<file path="config.mk">
export PLATFORM = sky130hd
export DESIGN_NAME = tgif_mask_sched
export DESIGN_NICKNAME = d
export VERILOG_FILES = /design/src/rtl/tgif_pkg.sv /design/src/rtl/tgif_mask_step.sv /design/src/rtl/tgif_mask_sched.sv
export SDC_FILE = /design/constraint.sdc
export NUM_CORES = 1
export LEC_CHECK = 0
export ABC_AREA = 1
export BUFFER_PORTS_ARGS = -buffer_cell sky130_fd_sc_hd__buf_2
export CAP_MARGIN = 20
export CORE_MARGIN = 1.5
export CORE_UTILIZATION = 53
export DETAILED_ROUTE_END_ITERATION = 6
export GPL_ROUTABILITY_DRIVEN = 0
export PLACE_DENSITY = 0.95
export SYNTH_ARGS = -nofsm -noshare
export SYNTH_HDL_FRONTEND = slang
export SYNTH_SLANG_ARGS = --single-unit
</file>
<file path="constraint.sdc">
create_clock -name clk -period 3.9 [get_ports clk]
set_clock_uncertainty 0.1 [all_clocks]
set_input_delay 0.585 -clock clk [delete_from_list [all_inputs] [get_ports clk]]
set_output_delay 0.585 -clock clk [all_outputs]
set_load 0.05 [all_outputs]
</file>
<file path="src/rtl/tgif_pkg.sv">
// Shared types and constants for the TGIF mask scheduler.
package tgif_pkg;

   localparam int MASK_W = 128;
   localparam int DOM_W  = 8;
   localparam int NBYTES = MASK_W / 8;

   localparam logic [7:0] RED_POLY = 8'h87;

   typedef enum logic [1:0] {
      IDLE,
      RUN,
      ERR
   } state_t;

   localparam logic [DOM_W-1:0] DOM_NONCE = 8'h10;
   localparam logic [DOM_W-1:0] DOM_AD    = 8'h20;
   localparam logic [DOM_W-1:0] DOM_AD_P  = 8'h21;
   localparam logic [DOM_W-1:0] DOM_MSG   = 8'h40;
   localparam logic [DOM_W-1:0] DOM_MSG_P = 8'h41;
   localparam logic [DOM_W-1:0] DOM_TAG   = 8'h80;

   function automatic logic [MASK_W-1:0] brev
     (input logic [MASK_W-1:0] x);
      logic [MASK_W-1:0] r;
      r = '0;
      for (int i = 0; i < NBYTES; i++)
         r[8*i +: 8] = x[MASK_W-8-8*i +: 8];
      return r;
   endfunction

endpackage

</file>
<file path="src/rtl/tgif_mask_step.sv">
// One mask advance: strip old domain, GF(2^128) doubling
// in byte-reversed order, insert new domain.
module tgif_mask_step
   import tgif_pkg::*;
(
   input  logic [MASK_W-1:0] s,
   input  logic [DOM_W-1:0]  dold,
   input  logic [DOM_W-1:0]  dnew,
   output logic [MASK_W-1:0] so
);

   logic [MASK_W-1:0] l;
   logic [MASK_W-1:0] ld;
   logic [7:0]        red;

   // dold lands in the top byte because byte0 is reversed to the top
   assign l   = brev(s) ^ {dold, {(MASK_W-DOM_W){1'b0}}};
   assign red = RED_POLY & {8{l[MASK_W-1]}};
   assign ld  = {l[MASK_W-2:0], 1'b0}
              ^ {{(MASK_W-8){1'b0}}, red};
   assign so  = brev(ld)
              ^ {{(MASK_W-DOM_W){1'b0}}, dnew};

endmodule

</file>
<file path="src/rtl/tgif_mask_sched.sv">
// Mask sequencer feeding the TGIF tweakable block cipher:
// init load, per-block advance, block counter, overflow flag.
module tgif_mask_sched
   import tgif_pkg::*;
#(
   parameter int             CNT_W      = 32,
   parameter logic [CNT_W-1:0] MAX_BLOCKS = 32'hFFFF_FFFF
)(
   input  logic              clk,
   input  logic              rst,
   input  logic              init_valid,
   output logic              init_ready,
   input  logic [MASK_W-1:0] init_mask,
   input  logic [DOM_W-1:0]  init_dom,
   input  logic [DOM_W-1:0]  step_dom,
   input  logic              stop,
   output logic              out_valid,
   input  logic              out_ready,
   output logic [MASK_W-1:0] out_mask,
   output logic [DOM_W-1:0]  out_dom,
   output logic [CNT_W-1:0]  blk_cnt,
   output logic              err
);

   state_t            state;
   state_t            state_n;
   logic              init_hs;
   logic              out_hs;
   logic              ovf;
   logic [CNT_W-1:0]  cnt_nxt;
   logic [MASK_W-1:0] mask_nxt;

   assign init_hs = init_valid & init_ready;
   assign out_hs  = out_valid & out_ready;
   assign cnt_nxt = blk_cnt + CNT_W'(1);
   assign ovf     = out_hs && (cnt_nxt == MAX_BLOCKS);

   tgif_mask_step u_step (
      .s    (out_mask),
      .dold (out_dom),
      .dnew (step_dom),
      .so   (mask_nxt)
   );

   always_ff @(posedge clk) begin
      if (rst)
         state <= IDLE;
      else
         state <= state_n;
   end

   always_comb begin
      state_n    = state;
      init_ready = 1'b1;
      out_valid  = 1'b0;
      unique case (state)
         IDLE, ERR: begin
            if (init_hs)
               state_n = RUN;
         end
         RUN: begin
            init_ready = 1'b0;
            out_valid  = 1'b1;
            // overflow wins over a coincident stop
            if (ovf)
               state_n = ERR;
            else if (stop)
               state_n = IDLE;
         end
         default: state_n = IDLE;
      endcase
   end

   always_ff @(posedge clk) begin
      if (rst) begin
         out_mask <= '0;
         out_dom  <= '0;
         blk_cnt  <= '0;
         err      <= 1'b0;
      end else if (init_hs) begin
         out_mask <= init_mask
                   ^ {{(MASK_W-DOM_W){1'b0}}, init_dom};
         out_dom  <= init_dom;
         blk_cnt  <= '0;
         err      <= 1'b0;
      end else if (out_hs) begin
         out_mask <= mask_nxt;
         out_dom  <= step_dom;
         blk_cnt  <= cnt_nxt;
         if (ovf)
            err <= 1'b1;
      end
   end

endmodule
</file>
After elaboration in Yosys (flattened, before gate mapping):

Cells that the tools add are included.

* bits in registers: 171
* bits in latches: 0
* RAM bits: 0
* bits in read-only memories: 0
* input port bits: 149
* output and inout bits: 171
* word-level logic and storage cells: 34
* memories: 0

* add/subtract/negate cells: 1
* multiply operators: 0
* div/mod/pow operators: 0
* magnitude comparators: 0
* eq/ne operators: 5
* shift-type cells: 0
* mux-type cells: 10
* bitwise operators: 6
* reductions and logical operators: 7

Operators by type and width (count)
* 128-bit by 8-bit bitwise XOR with 128-bit output: 3
* 128-bit two-way mux: 2
* 128-bit bitwise XOR: 1
* 32-bit by 1-bit adder with 32-bit output (second input constant): 1
* 32-bit == test (second input constant): 1
* 8-bit two-way mux: 2
* 2-bit two-way mux: 3
* 2-bit case mux with 2 select lines: 1
* 2-bit AND reduction: 2
* 2-bit OR reduction: 2
* 3-bit != test (second input constant): 1
* 1-bit AND: 2
* 2-bit by 1-bit == test with 1-bit output (second input constant): 1
* 2-bit == test (second input constant): 1
* 2-bit zero test: 1
* 1-bit two-way mux: 2
* 2-bit != test (second input constant): 1
* 2-bit nonzero test: 1
* 1-bit logical AND: 1

Longest topological paths before layout:

* word-level depth: 6
* gate-level depth with buffers: 14
* mapped depth without buffers: 14

Modules after synthesis:

A second synthesis with hierarchy kept.

* cells, all modules: 1281
* area, all modules: 9107.5 um^2

Modules (own cells, without submodules)
* tgif_mask_sched: times used 1, cells each 1083, area an instance 7906.3 um^2, seq. area each 3423.3 um^2
* tgif_mask_step: times used 1, cells each 198, area an instance 1201.2 um^2, seq. area each 0.0 um^2

Least setup slack after synthesis:

No wires, ideal clock.

* path type: flip-flop to flip-flop
* start point: reg blk_cnt[1]
* end point: reg state[0]
* setup time: 132 ps
* arrival: 2058 ps
* data required time: 3668 ps
* slack: 1610 ps
* stages on the path, launching flop included: 15
* path buffers: 0
* clock period less this slack: 2290 ps
* cell sequence: dfxtp_1 -> ha_1 -> nand2_2 -> nor2_4 -> nand2_4 -> nor2_4 -> nand2_1 -> nand2_1 -> nand2_1 -> nor2_1 -> nand2_1 -> nor2_2 -> nand3_2 -> nand2_1 -> a21oi_1

* cells in the longest elaborated chain, start to end: 5
* elaborated cells between the ends (all ways): 7
* those cells by class: add/sub (1); eq/ne (2); mux (2); reduce/logical (2)

Ends and longest elaborated chain
* from (decl): line tgif_mask_sched.sv:21 `output logic [CNT_W-1:0] blk_cnt,`
* from (signal assigned): line tgif_mask_sched.sv:89 `blk_cnt <= cnt_nxt;`
* 32-bit by 1-bit adder with 32-bit output (*): line tgif_mask_sched.sv:35 `assign cnt_nxt = blk_cnt + CNT_W'(1);`
* 32-bit == test (*): line tgif_mask_sched.sv:36 `assign ovf = out_hs && (cnt_nxt == MAX_BLOCKS);`
* 1-bit logical AND (*): line tgif_mask_sched.sv:36
* 2-bit two-way mux / 3-bit != test (equally long branches)
* 2-bit case mux with 2 select lines / 2-bit AND reduction (equally long branches)
* to (signal assigned): line tgif_mask_sched.sv:49 `state <= state_n;`
* to (decl): line tgif_mask_sched.sv:25 `state_t state;`

Every way passes the cells marked *; elsewhere a longest branch is shown, timed or not.
A chain may end at the register's enable or synchronous reset.

Worst setup path after layout:

* start point: reg state[0]
* end point: reg blk_cnt[31]

* cells in the longest elaborated chain, start to end: 4
* elaborated cells between the ends (all ways): 6
* those cells by class: eq/ne (1); mux (2); bitwise (2); reduce/logical (1)

Ends and longest elaborated chain
* 2-bit by 1-bit == test with 1-bit output (*): line tgif_mask_sched.sv:56 `unique case (state)`
* 1-bit two-way mux: line tgif_mask_sched.sv:56
* 1-bit AND: line tgif_mask_sched.sv:33 `assign init_hs = init_valid & init_ready;`
* 2-bit OR reduction (no line)

Marks and branches as above.

==> metrics.md <==
| Metric | Value |
|---|---|
| Status | `finished, final reports clean` |
| Via count of the first global-routing pass | `around 8600` |
| Total Neg Setup Slack | `0 ns` |
| Min-Delay Path Class | `in -> reg` |
| DRT iter0 DRCs | `between 900 and 1000` |
| Ordered cell list for the critical path | `inv_2 -> nor2_2 -> nor2_4 -> buf_4 -> nor2_2 -> inv_1 -> a21oi_1 -> o21ai_0 -> inv_1` |
| Cell count along the critical path | `9` |
| Area of all placed cells without fillers | `around 10000 sq um` |
| TritonCTS clock tree | `yes` |
| CTS Hold Bufs | `0` |
| Post-synthesis register bit count | `about 170` |
| Synthesized Nets | `1337` |
| Total DRC errors in the routed layout | `0` |
| Initial antenna violation count | `2` |
| Max-Slew Margin vs Limit | `about a third` |
| Post-route fraction of the period consumed by the critical path | `between 60 and 70%` |
| Kind of end point of the critical path | `flop` |
| Category of the critical setup timing path | `reg -> reg` |
| Resized Gates After CTS | `0` |
| Power dissipated by switching net loads | `between 1.5 and 2 mW` |
| Longest individual stage delay on the worst path | `just over 0.8 ns` |
| GR Layer Usage met2 | `a little under three fifths` |
| Origin of the worst setup path | `state[0]` |
| Count of pins on the block boundary | `320` |
| Setup crit start kind | `flop` |
| Internal | `roughly 3.1 mW` |
| Die area | `16050 sq um` |
| Total half-perimeter wirelength after legalization and detailed placement | `roughly 19000 um` |
| Minimum clock period | `~2.6 ns` |
| Root cell of the clock tree | `clkbuf_16` |
| Pin count of the biggest net entering global routing | `93` |
| Leakage dissipation | `between 4 and 5 nW` |
| Count of distinct cell types in the synthesized netlist | `30` |
| Ratio of routed vias to standard cells | `about 5.7` |
| Mapped cell area | `8108 sq um` |
| Dpl cell area | `9803 sq um` |
| Cell Rows | `45` |
| Remaining global-route overflow | `0` |
| Register-to-Register Path Depth | `9` |
| Endpoints failing hold | `0` |
| Library cell with the largest summed area after synthesis | `dfxtp_1` |
| Req. time, crit path | `4.17 ns` |
| Reg-to-Reg End | `blk_cnt[31]` |
| Highest ir drop seen on vdd | `between 0.3 and 0.4 mV` |
| Fraction of layout instances using a drive strength above 1 | `between 20% and 30%` |
| Worst EP arrival | `approximately 2.9 ns` |
| Share of synthesized flip-flops with an asynchronous set or reset | `0%` |
| Top flip-flop cell by instance count after synthesis | `dfxtp_1` |
| Die span in x | `between 100 and 150 um` |
| Net count, final | `between 1500 and 2000` |
| Peak clock frequency supported by timing | `379.9 MHz` |
| First-pass GRT wire length | `approximately 43000 um` |
| Synth Area per Inst | `just under 7 sq um` |
| Post-CTS Setup Inserts | `0` |
| Share of the yosys chip area belonging to registers | `a little over two fifths` |
| Final setup vio count | `0` |
| Critical path endpoint | `blk_cnt[31]` |
| IO Port Bufs | `~320` |
| Relative area change from synthesis to final layout | `28.21%` |
| Clock sinks | `around 170` |
| Yosys warnings | `0` |
| Floorplan core area | `approximately 15000 sq um` |
| Number of levels the H-tree was split into | `4` |
| Synth top area share | `a little over two fifths` |
| Actual slew at the worst max-slew pin | `approximately 1 ns` |
| Cell with the largest stage delay on the worst path | `nor2_2` |
| Number of buffer and inverter stages on the critical path | `4` |
| Met3 track utilization from global routing | `under 10%` |
| Combinational cell fraction of total power | `22.1%` |
| Number of fillers in the final layout | `1243` |
| EDFF count, synth | `0` |
| Max-cap check violation count | `0` |
| Clock share of power | `a little over a third` |
| Sequential cell area in the final layout | `about 3400 sq um` |
| Launch instance of the worst register-to-register path | `state[0]` |
| Avg WL per Cell | `~16 um` |
| Clock-pin transition on the worst setup and hold timing paths | `around 0.070 ns` |
| Cell count after synthesis | `approximately 1200` |
| Buffer levels on the longest clock path | `2` |
| Unrepaired setup endpoints after global routing | `no` |
| Initial Util | `between 50% and 60%` |
| Power density over the cells | `between 400 and 500 nW/um^2` |
| Global-route layer with the greatest usage | `met2` |
| Top fanout value on the critical path | `42` |
| Area contributors post-synth | `dfxtp_1, nand2_1, a31oi_1` |
| Routed Wire Length | `around 27000 um` |
| Antenna Violating Nets Remaining | `0` |
| Overall via count from detail_route | `roughly 9600` |
| Cell class contributing the biggest share of worst-path delay | `simple AND/OR/NAND/NOR gates` |
| Clock latency reported for the late side of the worst-skew pair | `between 0.4 and 0.5 ns` |
| Met1 track utilization from global routing | `40.86%` |
| Detailed-routing iteration count for the pre-antenna-repair pass | `6` |
| Number of buffers inserted during clock tree synthesis | `17` |
| Fraction of power spent switching nets | `34.80%` |
| Die height | `126.7 um` |
| Sequential fraction of design power | `41.6%` |
| Final count of pins violating max slew | `0` |
| Commonest cells in the synthesized netlist | `nand2_1, dfxtp_1, a31oi_1` |
| Count leader, synth | `nand2_1` |
| R2R setup slack | `1.27 ns` |
| Multi-input gate area in the final layout | `between 4000 and 5000 sq um` |
| Global routing usage summed across all routing layers | `about 34%` |
==> tightest hold or removal path: cells and delay by family <==
kind | cells | cell delay (ns)
AOI/OAI and AO/OA | 1 | 0.07
buffers and inverters | 1 | 0.09
and+or+nand+nor | 1 | 0.05
==> placed cells by master, fill, tap and decap left out, drive strengths merged <==
cell type,n
nand4,3
o22ai,9
diode,1
clkinv,3
a21oi,46
o211ai,16
inv,77
o21bai,3
dfxtp,171
a31oi,107
nand2,476
and2,1
nand3,39
ha,2
o21ai,42
bufinv,2
clkinvlp,3
xor2,12
o221ai,14
nand3b,1
nor2,84
buf,335
xnor2,3
clkbuf,18
or2,15
a221oi,1
==> area by class of cell <==
cell class,count,area share (%)
antenna,1,0.02407
clock buffer,18,4.129
clock inverter,14,1.541
inverter,71,2.600
multi-input combinational,874,39.85
sequential,171,32.93
tap,188,2.263
timing repair buffer,335,16.66
==> cell families after synthesis <==
group                      after synthesis  share of synthesized area, %
and+or+nand+nor                        619                         31.28
AOI/OAI and AO/OA                      238                         17.76
DFF                                    171                         42.22
buffers and inverters                  141                         6.805
xor gates and xnor gates                15                         1.620
adders and majority gates                2                        0.3086
==> flip-flops by register name (all words and copies together), names as in the netlist <==
name,flops
blk_cnt,32
err,1
out_dom,8
out_mask,128
state,2
==> how the worst min path moves through the flow <==
stage | from | endpoint | depth (start not counted)
6_report | init_mask[27] | out_mask[27] | 3
3_5_place_dp | out_mask[71] | out_mask[71] | 2
4_1_cts | init_mask[116] | out_mask[116] | 3
5_1_grt | init_mask[35] | out_mask[35] | 3
2_1_floorplan | state[0] | state[0] | 3
3_3_place_gp | err | err | 2
==> metrics by stage <==
step | hold slack, ns | power [mW] | setup WS, ns | std cells | utilization (%)
5_1_grt | 0.3120 | 4.930 | 1.098 | 1671 | 68.87
2_1_floorplan | 0.3886 | 2.738 | 1.610 | 1186 | -
4_1_cts | 0.3081 | 4.752 | 1.319 | 1671 | 68.87
3_3_place_gp | 0.3642 | 3.033 | 1.203 | 1639 | 64.97
3_5_place_dp | 0.3761 | 3.052 | 1.087 | 1639 | 64.97
6_report | 0.3074 | 4.760 | 1.268 | 1672 | 68.89
==> power groups by stage <==
stage | combinational [mW] | clock, mW | sequential, mW
3_5_place_dp | 1.04 | 0 | 2.01
4_1_cts | 1.04 | 1.73 | 1.98
6_report | 1.05 | 1.72 | 1.98
5_1_grt | 1.12 | 1.82 | 2.00
2_1_floorplan | 0.340 | 0 | 2.40
3_3_place_gp | 1.02 | 0 | 2.01
==> routing by layer <==
metal | routed length, um | share of wire, %
met1 | 10150 | 37
met2 | 13120 | 48
met3 | 2779 | 10
met5 | 0 | 0
met4 | 1176 | 4.3
Power figures use the tool's default switching activity.
